--- src/rtl/audio_voice_sched.sv ---
// Voice scheduler for the 7-voice audio block: takes note commands, drives the counter-load
// handshake, times note durations and time-slices the shared 1-bit output across active voices.
module audio_voice_sched #(
    parameter int TICK_DIV    = 50000,
    parameter int SLOT_CYCLES = 256,
    parameter int DUR_W       = 8
) (
    input  logic             clk,
    input  logic             rst_n,
    input  logic             cmd_valid,
    output logic             cmd_ready,
    input  logic [2:0]       cmd_voice,
    input  logic [5:0]       cmd_note,
    input  logic [DUR_W-1:0] cmd_dur,
    output logic [2:0]       counter_load_num,
    output logic [5:0]       freq_addr,
    output logic             dout_en,
    output logic [2:0]       dout_sel,
    output logic [6:0]       voice_active
);
    localparam int PW = (TICK_DIV > 1) ? $clog2(TICK_DIV) : 1;
    localparam int SW = (SLOT_CYCLES > 1) ? $clog2(SLOT_CYCLES) : 1;
    localparam logic [PW-1:0] PRESC_MAX = PW'(TICK_DIV - 1);
    localparam logic [SW-1:0] SLOT_MAX  = SW'(SLOT_CYCLES - 1);

    typedef enum logic [1:0] {IDLE, LOAD, HOLD} state_t;

    state_t                      state_q, state_d;
    logic [2:0]                  load_num_q, load_num_d;
    logic [5:0]                  freq_addr_q, freq_addr_d;
    logic                        dout_en_q, dout_en_d;
    logic [2:0]                  dout_sel_q, dout_sel_d;
    logic [6:0]                  active_q, active_d;
    logic [6:0][DUR_W-1:0]       rem_q, rem_d;
    logic [PW-1:0]               presc_q, presc_d;
    logic [SW-1:0]               slot_q, slot_d;

    logic       tick, accept, found;
    logic [3:0] idx;
    logic [2:0] nxt;

    always_comb begin
        state_d     = state_q;
        load_num_d  = load_num_q;
        freq_addr_d = freq_addr_q;
        active_d    = active_q;
        rem_d       = rem_q;
        slot_d      = slot_q;
        dout_sel_d  = dout_sel_q;
        dout_en_d   = |active_q;
        tick        = (presc_q == PRESC_MAX);
        presc_d     = tick ? '0 : presc_q + 1'b1;
        accept      = cmd_valid && (state_q == IDLE);

        unique case (state_q)
            IDLE: if (accept) state_d = LOAD;
            LOAD: begin
                state_d    = HOLD;
                load_num_d = 3'b111;
            end
            HOLD:    state_d = IDLE;
            default: state_d = IDLE;
        endcase

        // A command to a voice overrides that voice's tick decrement on the same edge.
        for (int v = 0; v < 7; v++) begin
            if (tick && rem_q[v] != '0) begin
                rem_d[v] = rem_q[v] - 1'b1;
                if (rem_q[v] == DUR_W'(1)) active_d[v] = 1'b0;
            end
            if (accept && cmd_voice == 3'(v)) begin
                rem_d[v]    = cmd_dur;
                active_d[v] = (cmd_dur != '0);
                if (cmd_dur != '0) begin
                    load_num_d  = cmd_voice;
                    freq_addr_d = cmd_note;
                end
            end
        end

        // Next active voice after the current one, wrapping 6->0; offset 7 is the current voice.
        nxt   = dout_sel_q;
        found = 1'b0;
        idx   = '0;
        for (int k = 1; k <= 7; k++) begin
            idx = 4'(dout_sel_q) + 4'(k);
            if (idx >= 4'd7) idx = idx - 4'd7;
            if (!found && active_q[idx[2:0]]) begin
                nxt   = idx[2:0];
                found = 1'b1;
            end
        end

        if (!(|active_q)) begin
            slot_d = '0;
        end else if (!active_q[dout_sel_q] || slot_q == SLOT_MAX) begin
            slot_d     = '0;
            dout_sel_d = nxt;
        end else begin
            slot_d = slot_q + 1'b1;
        end
    end

    always_ff @(posedge clk or negedge rst_n) begin
        if (!rst_n) begin
            state_q     <= IDLE;
            load_num_q  <= 3'b111;
            freq_addr_q <= '0;
            dout_en_q   <= 1'b0;
            dout_sel_q  <= '0;
            active_q    <= '0;
            rem_q       <= '0;
            presc_q     <= '0;
            slot_q      <= '0;
        end else begin
            state_q     <= state_d;
            load_num_q  <= load_num_d;
            freq_addr_q <= freq_addr_d;
            dout_en_q   <= dout_en_d;
            dout_sel_q  <= dout_sel_d;
            active_q    <= active_d;
            rem_q       <= rem_d;
            presc_q     <= presc_d;
            slot_q      <= slot_d;
        end
    end

    assign cmd_ready        = (state_q == IDLE);
    assign counter_load_num = load_num_q;
    assign freq_addr        = freq_addr_q;
    assign dout_en          = dout_en_q;
    assign dout_sel         = dout_sel_q;
    assign voice_active     = active_q;
endmodule
--- config.mk ---
export PLATFORM = sky130hd
export DESIGN_NAME = audio_voice_sched
export DESIGN_NICKNAME = d
export VERILOG_FILES = /design/src/rtl/audio_voice_sched.sv
export SDC_FILE = /design/constraint.sdc
export NUM_CORES = 1
export LEC_CHECK = 0
export ABC_AREA = 1
export CAP_MARGIN = 20
export CORE_UTILIZATION = 55
export CTS_BUF_LIST = sky130_fd_sc_hd__clkbuf_4 sky130_fd_sc_hd__clkbuf_8 sky130_fd_sc_hd__clkbuf_16
export DETAILED_ROUTE_END_ITERATION = 8
export PLACE_DENSITY = 0.78
export SETUP_SLACK_MARGIN = 0.5
export SLEW_MARGIN = 40
export SYNTH_ARGS = -nofsm -noshare
export SYNTH_HDL_FRONTEND = slang
export SYNTH_SLANG_ARGS = --single-unit
--- constraint.sdc ---
create_clock -name clk -period 7.8 [get_ports clk]
set_input_delay 1.56 -clock clk [delete_from_list [all_inputs] [get_ports clk]]
set_output_delay 1.56 -clock clk [all_outputs]
set_load 0.1 [all_outputs]
==> tab_implementation.tex, run 1 <==
\begin{tabular}{lr}
\hline
Metric & Value \\
\hline
\multicolumn{2}{l}{\textbf{Synthesis}} \\
\quad Post-synthesis instance total & 982 \\
\quad Mean area per synthesized cell & 7.35 um\^{}2 \\
\quad Post-synthesis cell area & 0.00722 mm\^{}2 \\
\quad Ys async rst share & 100\% \\
\quad Post-Syn Nets & 1038 \\
\quad Sequential-to-total area share from yosys stat & 35.4\% \\
\quad Flops \& latches, synth & 102 \\
\quad Top FF cell, synth & sky130\_fd\_sc\_hd\_\_dfrtp\_1 \\
\quad Syn. warnings & 0 \\
\quad Count of different cell masters after synthesis & 53 \\
\quad Number of flops mapped to enable cells by yosys & 0 \\
\multicolumn{2}{l}{\textbf{Drt}} \\
\quad Via/cell ratio & 5.62 \\
\quad Average wire length per cell after detail routing & 15.0 um \\
\quad Vias after detailed routing & 6741 \\
\quad Sum of routed wire length over all layers & 18.0 mm \\
\quad Detailed-router iteration count before antenna repair & 5 \\
\quad DRC Markers & 0 \\
\quad Initial detailed-routing violation count & 682 \\
\quad Remaining number of nets flagged by the antenna check after routing & 0 \\
\multicolumn{2}{l}{\textbf{Setup path}} \\
\quad Critical path's most frequent cell & sky130\_fd\_sc\_hd\_\_nand2\_1 \\
\quad Data arrival, critical path & 4.01 ns \\
\quad Capturing element type of the critical path & register \\
\quad Cells along the critical path & inv\_1, ha\_1, inv\_1, fa\_1, o21ai\_0, inv\_1, nand2\_1, nand2\_2, a21oi\_2, nand3\_1, nand2\_1, nand2\_1, nand2\_1, nand2\_1, nand2\_1, nand2\_1, nand2\_1, nand2\_1 \\
\quad CP Data Required Time & 8.05 ns \\
\quad Startpoint type of the worst setup path & register \\
\quad Critical Setup Path Class & register to register \\
\quad Family with the most delay on the worst path & simple AND/OR/NAND/NOR gates \\
\quad Standard cell with the maximum stage delay on the critical path & sky130\_fd\_sc\_hd\_\_dfrtp\_1 \\
\quad Delay of the slowest critical-path stage & 0.63 ns \\
\quad Bufs and invs on worst path & 3 \\
\quad Largest fanout on the critical path & 12 \\
\multicolumn{2}{l}{\textbf{Floorplanning}} \\
\quad Vertical die dimension & 117 um \\
\quad Standard-cell row count & 41 \\
\quad Die X-Extent & 117 um \\
\quad Boundary Pins & 41 \\
\quad Overall die area & 0.0136 mm\^{}2 \\
\quad Core area & 0.0127 mm\^{}2 \\
\quad Effective utilization at floorplan & 56.7\% \\
\multicolumn{2}{l}{\textbf{Clocking}} \\
\quad Total of hold buffers inserted after clock tree synthesis & 0 \\
\quad H-tree depth & 3 \\
\quad Clock transition time at the flip-flop clock pins of the worst setup and hold paths & 0.07 ns \\
\quad Insertion delay to the later sink of the worst-skew pair & 0.36 ns \\
\quad Postcts setup bufs & 0 \\
\quad Longest Clk Path Bufs & 2 \\
\quad Root cell of the clock tree & sky130\_fd\_sc\_hd\_\_clkbuf\_16 \\
\quad TritonCTS buffer count & 9 \\
\quad Cells resized by post-CTS repair & 0 \\
\quad CTS tree & built \\
\quad Sink Count & 102 \\
\multicolumn{2}{l}{\textbf{Finish}} \\
\quad Most common cell after layout, fill and taps aside & sky130\_fd\_sc\_hd\_\_nand2\_1 \\
\quad Number of nets in the final layout & 1079 \\
\quad Most frequent cells in the layout & sky130\_fd\_sc\_hd\_\_nand2\_1, sky130\_fd\_sc\_hd\_\_inv\_1, sky130\_fd\_sc\_hd\_\_nor2\_1, sky130\_fd\_sc\_hd\_\_dfrtp\_1, sky130\_fd\_sc\_hd\_\_nand3\_1 \\
\quad Ant. Diodes & 0 \\
\quad Area growth, synth to finish & 10.1\% \\
\quad Share of final-layout standard cells stronger than drive strength 1 & 8.85\% \\
\quad Finished layout cell area & 0.00794 mm\^{}2 \\
\multicolumn{2}{l}{\textbf{STA}} \\
\quad Setup Skew & 0.0123 ns \\
\quad Final Setup Violations & 0 \\
\quad Time the worst path needs with I/O delays and setup & 3.76 ns \\
\quad Final Hold Violating Endpoints & 0 \\
\quad Fin. max-slew vios & 0 \\
\quad Final TNS setup & 0 ns \\
\quad Relative slew margins & 53.4\% \\
\quad Max frequency & 266 MHz \\
\quad Transition time of the tightest slew-check pin & 0.698 ns \\
\quad Final period util & 48.2\% \\
\quad Unrepaired setup endpoints after global routing & false \\
\quad Setup ws final & 4.04 ns \\
\multicolumn{2}{l}{\textbf{Global route}} \\
\quad Final global-route overflow total & 0 \\
\quad Via count of the first global-routing pass & 6163 \\
\quad Initial antenna violation count & 1 \\
\quad Maximum number of pins on one net before global-route repair & 78 \\
\quad Total global-route track usage & 28.5\% \\
\quad Wire length of the first global-routing pass & 29.8 mm \\
\multicolumn{2}{l}{\textbf{Min path}} \\
\quad Class of the tightest hold or removal check & register to register \\
\multicolumn{2}{l}{\textbf{Outcome}} \\
\quad Run status & finished, final reports clean \\
\multicolumn{2}{l}{\textbf{Placement}} \\
\quad Port-buffer cells & 40 \\
\quad Worst slack at placement & 3.93 ns \\
\quad RD Place Congestion & 0.928 \\
\quad HPWL after DPL & 13.3 mm \\
\quad Area after DPL & 0.00766 mm\^{}2 \\
\multicolumn{2}{l}{\textbf{Job}} \\
\quad Number of maximum-capacitance constraint violations & 0 \\
\multicolumn{2}{l}{\textbf{Pwr}} \\
\quad Leakage power of the design & 3.85 nW \\
\quad PwrDens & 448 mW/mm\^{}2 \\
\quad Peak supply drop & 0.189 mV \\
\hline
\end{tabular}
==> worst register-to-register path, stage by stage (launching register included) <==
cell and delay [ns]:
sky130_fd_sc_hd__dfrtp_1 0.63, sky130_fd_sc_hd__inv_1 0.30, sky130_fd_sc_hd__ha_1 0.28, sky130_fd_sc_hd__inv_1 0.08, sky130_fd_sc_hd__fa_1 0.47, sky130_fd_sc_hd__o21ai_0 0.40, sky130_fd_sc_hd__inv_1 0.07, sky130_fd_sc_hd__nand2_1 0.09
sky130_fd_sc_hd__nand2_2 0.09, sky130_fd_sc_hd__a21oi_2 0.50, sky130_fd_sc_hd__nand3_1 0.22, sky130_fd_sc_hd__nand2_1 0.10, sky130_fd_sc_hd__nand2_1 0.08, sky130_fd_sc_hd__nand2_1 0.07, sky130_fd_sc_hd__nand2_1 0.06, sky130_fd_sc_hd__nand2_1 0.07
sky130_fd_sc_hd__nand2_1 0.05, sky130_fd_sc_hd__nand2_1 0.05, sky130_fd_sc_hd__nand2_1 0.04
==> Yosys cell counts, types with 3 or more instances <==
| master | n | share of area [%] |
|---|---|---|
| sky130_fd_sc_hd__o311ai_0 | 5 | 0.61 |
| sky130_fd_sc_hd__buf_2 | 3 | 0.21 |
| sky130_fd_sc_hd__nor2_2 | 4 | 0.35 |
| sky130_fd_sc_hd__o21ai_0 | 30 | 2.1 |
| sky130_fd_sc_hd__xnor2_1 | 21 | 2.5 |
| sky130_fd_sc_hd__nand3_1 | 70 | 4.9 |
| sky130_fd_sc_hd__nor3b_1 | 3 | 0.31 |
| sky130_fd_sc_hd__nand2_2 | 15 | 1.3 |
| sky130_fd_sc_hd__nand4_1 | 18 | 1.6 |
| sky130_fd_sc_hd__nor4_1 | 6 | 0.52 |
| sky130_fd_sc_hd__xor2_1 | 19 | 2.3 |
| sky130_fd_sc_hd__nor3_1 | 16 | 1.1 |
| sky130_fd_sc_hd__a21oi_1 | 25 | 1.7 |
| sky130_fd_sc_hd__clkbuf_1 | 5 | 0.26 |
| sky130_fd_sc_hd__a31oi_1 | 4 | 0.35 |
| sky130_fd_sc_hd__or3_1 | 3 | 0.26 |
| sky130_fd_sc_hd__inv_1 | 129 | 6.7 |
| sky130_fd_sc_hd__nand2_1 | 255 | 13 |
| sky130_fd_sc_hd__dfstp_2 | 3 | 1.1 |
| sky130_fd_sc_hd__o221ai_1 | 35 | 4.2 |
| sky130_fd_sc_hd__ha_1 | 35 | 6.1 |
| sky130_fd_sc_hd__a21oi_2 | 3 | 0.36 |
| sky130_fd_sc_hd__o211ai_1 | 21 | 2.2 |
| sky130_fd_sc_hd__o21ai_1 | 5 | 0.35 |
| sky130_fd_sc_hd__nand3_2 | 4 | 0.55 |
| sky130_fd_sc_hd__dfrtp_1 | 99 | 34 |
| sky130_fd_sc_hd__nor2_1 | 102 | 5.3 |
| sky130_fd_sc_hd__inv_2 | 10 | 0.52 |
| sky130_fd_sc_hd__o21ai_2 | 3 | 0.36 |
==> registers in the layout, summed over array words and instances (netlist names) <==
signal,cells
rem_q,56
presc_q,16
slot_q,8
voice_active,7
freq_addr,6
counter_load_num,3
dout_sel,3
state_q,2
dout_en,1
==> per-layer routing <==
| metal | share of wire (%) | vias up | GRT usage, % |
|---|---|---|---|
| met5 | 0.067 | - | 0 |
| met4 | 2.8 | 2 | 12.6 |
| met3 | 6.5 | 47 | 6.23 |
| met2 | 45 | 257 | 45.0 |
| met1 | 45 | 3091 | 37.8 |
| li1 | - | 3344 | - |
==> kinds of logic (layout without fill, tap and decap cells) <==
family / after synthesis / after routing / synth area share [%]
flip-flops: 102 / 102 / 35.4
AO/OA/AOI/OAI: 141 / 141 / 13.3
buffers and inverters: 153 / 199 / 8.51
adder cells (fa/ha/maj): 36 / 36 / 6.34
XOR/XNOR: 40 / 40 / 4.85
AND/OR/NAND/NOR: 507 / 507 / 31.1
multiplexers: 3 / 3 / 0.433
==> power breakdown <==
group	internal (mW)	total [mW]	switching [mW]
Clock	0.228	0.437	0.209
Combinational	0.704	2.30	1.60
Sequential	0.669	0.818	0.149
==> layout make-up <==
cell class | count | area, um^2
fill | 1158 | 4780
clock inverter | 6 | 43.8
clock buffer | 10 | 239
inverter | 141 | 531
sequential | 102 | 2560
timing repair buffer | 42 | 312
tap | 172 | 215
multi-input combinational | 727 | 4050
==> stage by stage <==
step | cells | power (mW) | hold WS (ns) | util [%]
floorplan | 982 | 2.70 | 0.431 | -
CTS | 1200 | 3.56 | 0.465 | 62.4
detailed placement | 1184 | 3.12 | 0.455 | 60.2
global route | 1200 | 3.90 | 0.491 | 62.4
global placement | 1184 | 3.12 | 0.451 | 61.0
finish | 1200 | 3.56 | 0.460 | 62.4
==> worst paths after layout <==
kind / slack [ns] / start / cells after the start / end
setup / recovery: 4.04 / dout_sel[1]$_DFFE_PN0P_ / 18 / dout_sel[2]$_DFFE_PN0P_
hold / removal: 0.46 / presc_q[0]$_DFF_PN0_ / 1 / presc_q[0]$_DFF_PN0_
setup reg to reg: 4.04 / dout_sel[1]$_DFFE_PN0P_ / 18 / dout_sel[2]$_DFFE_PN0P_
hold reg to reg: 0.46 / presc_q[0]$_DFF_PN0_ / 1 / presc_q[0]$_DFF_PN0_
max in group asynchronous: 5.70 / rst_n / 2 / voice_active[3]$_DFFE_PN0P_
min in group asynchronous: 1.10 / rst_n / 1 / rem_q[46]$_DFFE_PN0P_
Power figures use the tool's default switching activity.
==> inputs of run 2 (changes only) <==
--- a/config.mk
+++ b/config.mk
@@ -10,7 +10,7 @@
 export CORE_UTILIZATION = 55
 export CTS_BUF_LIST = sky130_fd_sc_hd__clkbuf_4 sky130_fd_sc_hd__clkbuf_8 sky130_fd_sc_hd__clkbuf_16
 export DETAILED_ROUTE_END_ITERATION = 8
-export PLACE_DENSITY = 0.78
+export PLACE_DENSITY = 0.81
 export SETUP_SLACK_MARGIN = 0.5
 export SLEW_MARGIN = 40
 export SYNTH_ARGS = -nofsm -noshare
==> constraint.sdc (replaced) <==
create_clock -name clk -period 3.3 [get_ports clk]
set_input_delay 0.66 -clock clk [delete_from_list [all_inputs] [get_ports clk]]
set_output_delay 0.66 -clock clk [all_outputs]
set_load 0.1 [all_outputs]
==> run 2 against run 1 <==
Via count increased by 3.7%. Global-route usage rose by 1.2 points. Clock skew is 0.0012 ns lower. Hold slack lost 0.13 ns. Power rose to 2.6 times the previous value. Non-clock buffer count rose by 31. Cell area grew 5.7%. Flip-flop and latch count did not move. Cell count increased by 2.6%. Largest power group unchanged. Highest routed layer is now met4.
==> tab_implementation.tex, run 2 (synthesis results as in run 1) <==
\begin{tabular}{lr}
\hline
Metric & Value \\
\hline
\multicolumn{2}{l}{\textbf{Outcome}} \\
\quad Run status & finished, final reports clean \\
\multicolumn{2}{l}{\textbf{Setup path}} \\
\quad Data arrival, critical path & 3.16 ns \\
\quad Largest fanout on the critical path & 7 \\
\quad Critical Setup Path Class & register to register \\
\quad Delay of the slowest critical-path stage & 0.53 ns \\
\quad Startpoint type of the worst setup path & register \\
\quad Register-to-register path setup slack & 0.39 ns \\
\quad Critical path's most frequent cell & sky130\_fd\_sc\_hd\_\_nand2\_1 \\
\quad Standard cell with the maximum stage delay on the critical path & sky130\_fd\_sc\_hd\_\_dfrtp\_4 \\
\quad Cells along the critical path & clkinvlp\_4, ha\_4, inv\_2, fa\_2, inv\_2, nand2\_2, nand2\_2, nand2\_1, nand3\_1, nand2\_1, nand2\_1, nand2\_2, a21oi\_4, buf\_6, nand3\_4, nor2\_4, nand2\_4, nor2\_1, nor2\_1, nand2\_1, nand2\_1 \\
\quad CP Data Required Time & 3.54 ns \\
\quad Capturing element type of the critical path & register \\
\multicolumn{2}{l}{\textbf{Pwr}} \\
\quad Combinational group share of total power & 67.6\% \\
\quad Internal power component & 4.39 mW \\
\quad Switching power summed over all nets & 4.97 mW \\
\quad Switching portion of total power & 53.1\% \\
\quad Sequential fraction of design power & 20.9\% \\
\quad PwrDens & 1110 mW/mm\^{}2 \\
\quad Leakage power of the design & 4.03 nW \\
\quad Peak supply drop & 0.535 mV \\
\quad Share of total power in the clock network & 11.5\% \\
\multicolumn{2}{l}{\textbf{STA}} \\
\quad Fin. max-slew vios & 0 \\
\quad Max frequency & 344 MHz \\
\quad Final Setup Violations & 0 \\
\quad Final period util & 88.2\% \\
\quad Final TNS setup & 0 ns \\
\quad Time the worst path needs with I/O delays and setup & 2.91 ns \\
\quad Final Hold Violating Endpoints & 0 \\
\quad Transition time of the tightest slew-check pin & 0.669 ns \\
\quad Worst hold slack & 0.334 ns \\
\quad Setup Skew & 0.0111 ns \\
\quad Relative slew margins & 55.4\% \\
\quad Unrepaired setup endpoints after global routing & true \\
\multicolumn{2}{l}{\textbf{Placement}} \\
\quad Area after DPL & 0.00787 mm\^{}2 \\
\quad HPWL after DPL & 13.6 mm \\
\quad RD Place Congestion & 0.973 \\
\quad Port-buffer cells & 40 \\
\multicolumn{2}{l}{\textbf{Floorplanning}} \\
\quad Effective utilization at floorplan & 56.7\% \\
\quad Vertical die dimension & 117 um \\
\quad Standard-cell row count & 41 \\
\quad Boundary Pins & 41 \\
\quad Die X-Extent & 117 um \\
\quad Core area & 0.0127 mm\^{}2 \\
\quad Overall die area & 0.0136 mm\^{}2 \\
\multicolumn{2}{l}{\textbf{Global route}} \\
\quad Total global-route track usage & 29.8\% \\
\quad Wire length of the first global-routing pass & 31.0 mm \\
\quad Initial antenna violation count & 0 \\
\quad Via count of the first global-routing pass & 6496 \\
\quad Maximum number of pins on one net before global-route repair & 53 \\
\quad Final global-route overflow total & 0 \\
\multicolumn{2}{l}{\textbf{Clocking}} \\
\quad CTS tree & built \\
\quad H-tree depth & 3 \\
\quad Total of hold buffers inserted after clock tree synthesis & 0 \\
\quad Longest Clk Path Bufs & 2 \\
\quad TritonCTS buffer count & 9 \\
\quad Root cell of the clock tree & sky130\_fd\_sc\_hd\_\_clkbuf\_16 \\
\quad Sink Count & 102 \\
\quad Clock transition time at the flip-flop clock pins of the worst setup and hold paths & 0.06 ns \\
\quad Insertion delay to the later sink of the worst-skew pair & 0.36 ns \\
\multicolumn{2}{l}{\textbf{Drt}} \\
\quad Via/cell ratio & 5.68 \\
\quad Remaining number of nets flagged by the antenna check after routing & 0 \\
\quad Vias after detailed routing & 6989 \\
\quad DRC Markers & 0 \\
\quad Detailed-router iteration count before antenna repair & 6 \\
\quad Initial detailed-routing violation count & 537 \\
\quad Average wire length per cell after detail routing & 15.3 um \\
\quad Sum of routed wire length over all layers & 18.9 mm \\
\multicolumn{2}{l}{\textbf{Finish}} \\
\quad Largest registers ranked by flip-flop count & rem\_q (56), presc\_q (16), slot\_q (8) \\
\quad Reg with most FFs & rem\_q \\
\quad Finished layout cell area & 0.00840 mm\^{}2 \\
\quad Most common cell after layout, fill and taps aside & sky130\_fd\_sc\_hd\_\_nand2\_1 \\
\quad Fill count & 1140 \\
\quad Most frequent cells in the layout & sky130\_fd\_sc\_hd\_\_nand2\_1, sky130\_fd\_sc\_hd\_\_inv\_1, sky130\_fd\_sc\_hd\_\_nor2\_1, sky130\_fd\_sc\_hd\_\_dfrtp\_1, sky130\_fd\_sc\_hd\_\_nand3\_1 \\
\quad Share of final-layout standard cells stronger than drive strength 1 & 13.8\% \\
\quad Largest register FFs & 56 \\
\quad Area growth, synth to finish & 16.3\% \\
\quad Ant. Diodes & 0 \\
\quad Number of nets in the final layout & 1110 \\
\multicolumn{2}{l}{\textbf{Min path}} \\
\quad Class of the tightest hold or removal check & input port to asynchronous set/reset pin \\
\multicolumn{2}{l}{\textbf{Job}} \\
\quad Number of maximum-capacitance constraint violations & 0 \\
\hline
\end{tabular}
-- run 2: changes by cell type in the layout (fill, tap and decap cells not counted), sizes merged --
| cell | delta |
|---|---|
| buf | +31 |
| bufinv | +1 |
| clkbuf | +2 |
| clkinvlp | +2 |
| inv | -5 |
-- run 2: timing repair --
item	CTS	global route
endpoints found under the setup margin	3	9
setup buffers	14	2
resized for setup	11	12
cloned	1	0
pin swaps	4	12
-- run 2: path summary, 6_finish.rpt --
path | endpoint | from | cells past startpoint
max | dout_sel[0]$_DFFE_PN0P_ | dout_sel[1]$_DFFE_PN0P_ | 21
min | slot_q[2]$_DFF_PN0_ | rst_n | 1
max reg2reg | dout_sel[0]$_DFFE_PN0P_ | dout_sel[1]$_DFFE_PN0P_ | 21
min reg2reg | slot_q[0]$_DFF_PN0_ | slot_q[0]$_DFF_PN0_ | 1
max in group asynchronous | counter_load_num[0]$_DFF_PN1_ | rst_n | 2
min in group clk | slot_q[0]$_DFF_PN0_ | slot_q[0]$_DFF_PN0_ | 1
-- run 2: routing by layer --
| metal | global-route usage (%) | share of wire [%] | vias up |
|---|---|---|---|
| met5 | 0 | 0 | - |
| met4 | 14.9 | 3.8 | 0 |
| met3 | 5.09 | 6.8 | 54 |
| met2 | 48.4 | 48 | 281 |
| met1 | 38.4 | 41 | 3254 |
| li1 | - | - | 3400 |
-- run 2: area by class of cell --
class                   count  area (um^2)  share of cell area, %
inverters                 141          541                   6.44
repair buffers             73          613                   7.30
multi-input cells         727         4160                   49.6
clock buffers              12          254                   3.03
clock inverters             4         47.5                  0.566
well taps                 172          215                   2.56
flip-flops and latches    102         2560                   30.6
-- run 2: power groups by stage --
| stage | clock network (mW) | registers [mW] | logic (mW) |
|---|---|---|---|
| detailed placement | 0 | 1.99 | 5.54 |
| global route | 1.14 | 1.99 | 7.04 |
| CTS | 1.10 | 1.94 | 6.04 |
| finish | 1.08 | 1.95 | 6.33 |
| floorplan | 0 | 2.47 | 3.97 |
| global placement | 0 | 1.99 | 5.40 |
-- run 2: critical path: cells and delay by family, from the launching register on --
kind / cells / cell delay [ns]
simple gates: 14 / 1.08
compound gates: 1 / 0.13
buf+inv: 4 / 0.45
fa+ha+maj: 2 / 0.60
flops: 1 / 0.53
-- run 2: metrics by stage --
stage | power, mW | worst slack [ns] | cells | util [%]
global placement | 7.39 | 0.381 | 1198 | 61.9
finish | 9.36 | 0.389 | 1231 | 66.0
detailed placement | 7.53 | 0.241 | 1198 | 61.9
floorplan | 6.44 | 0.399 | 982 | -
global route | 10.2 | 0.201 | 1231 | 66.0
CTS | 9.07 | 0.500 | 1229 | 65.5
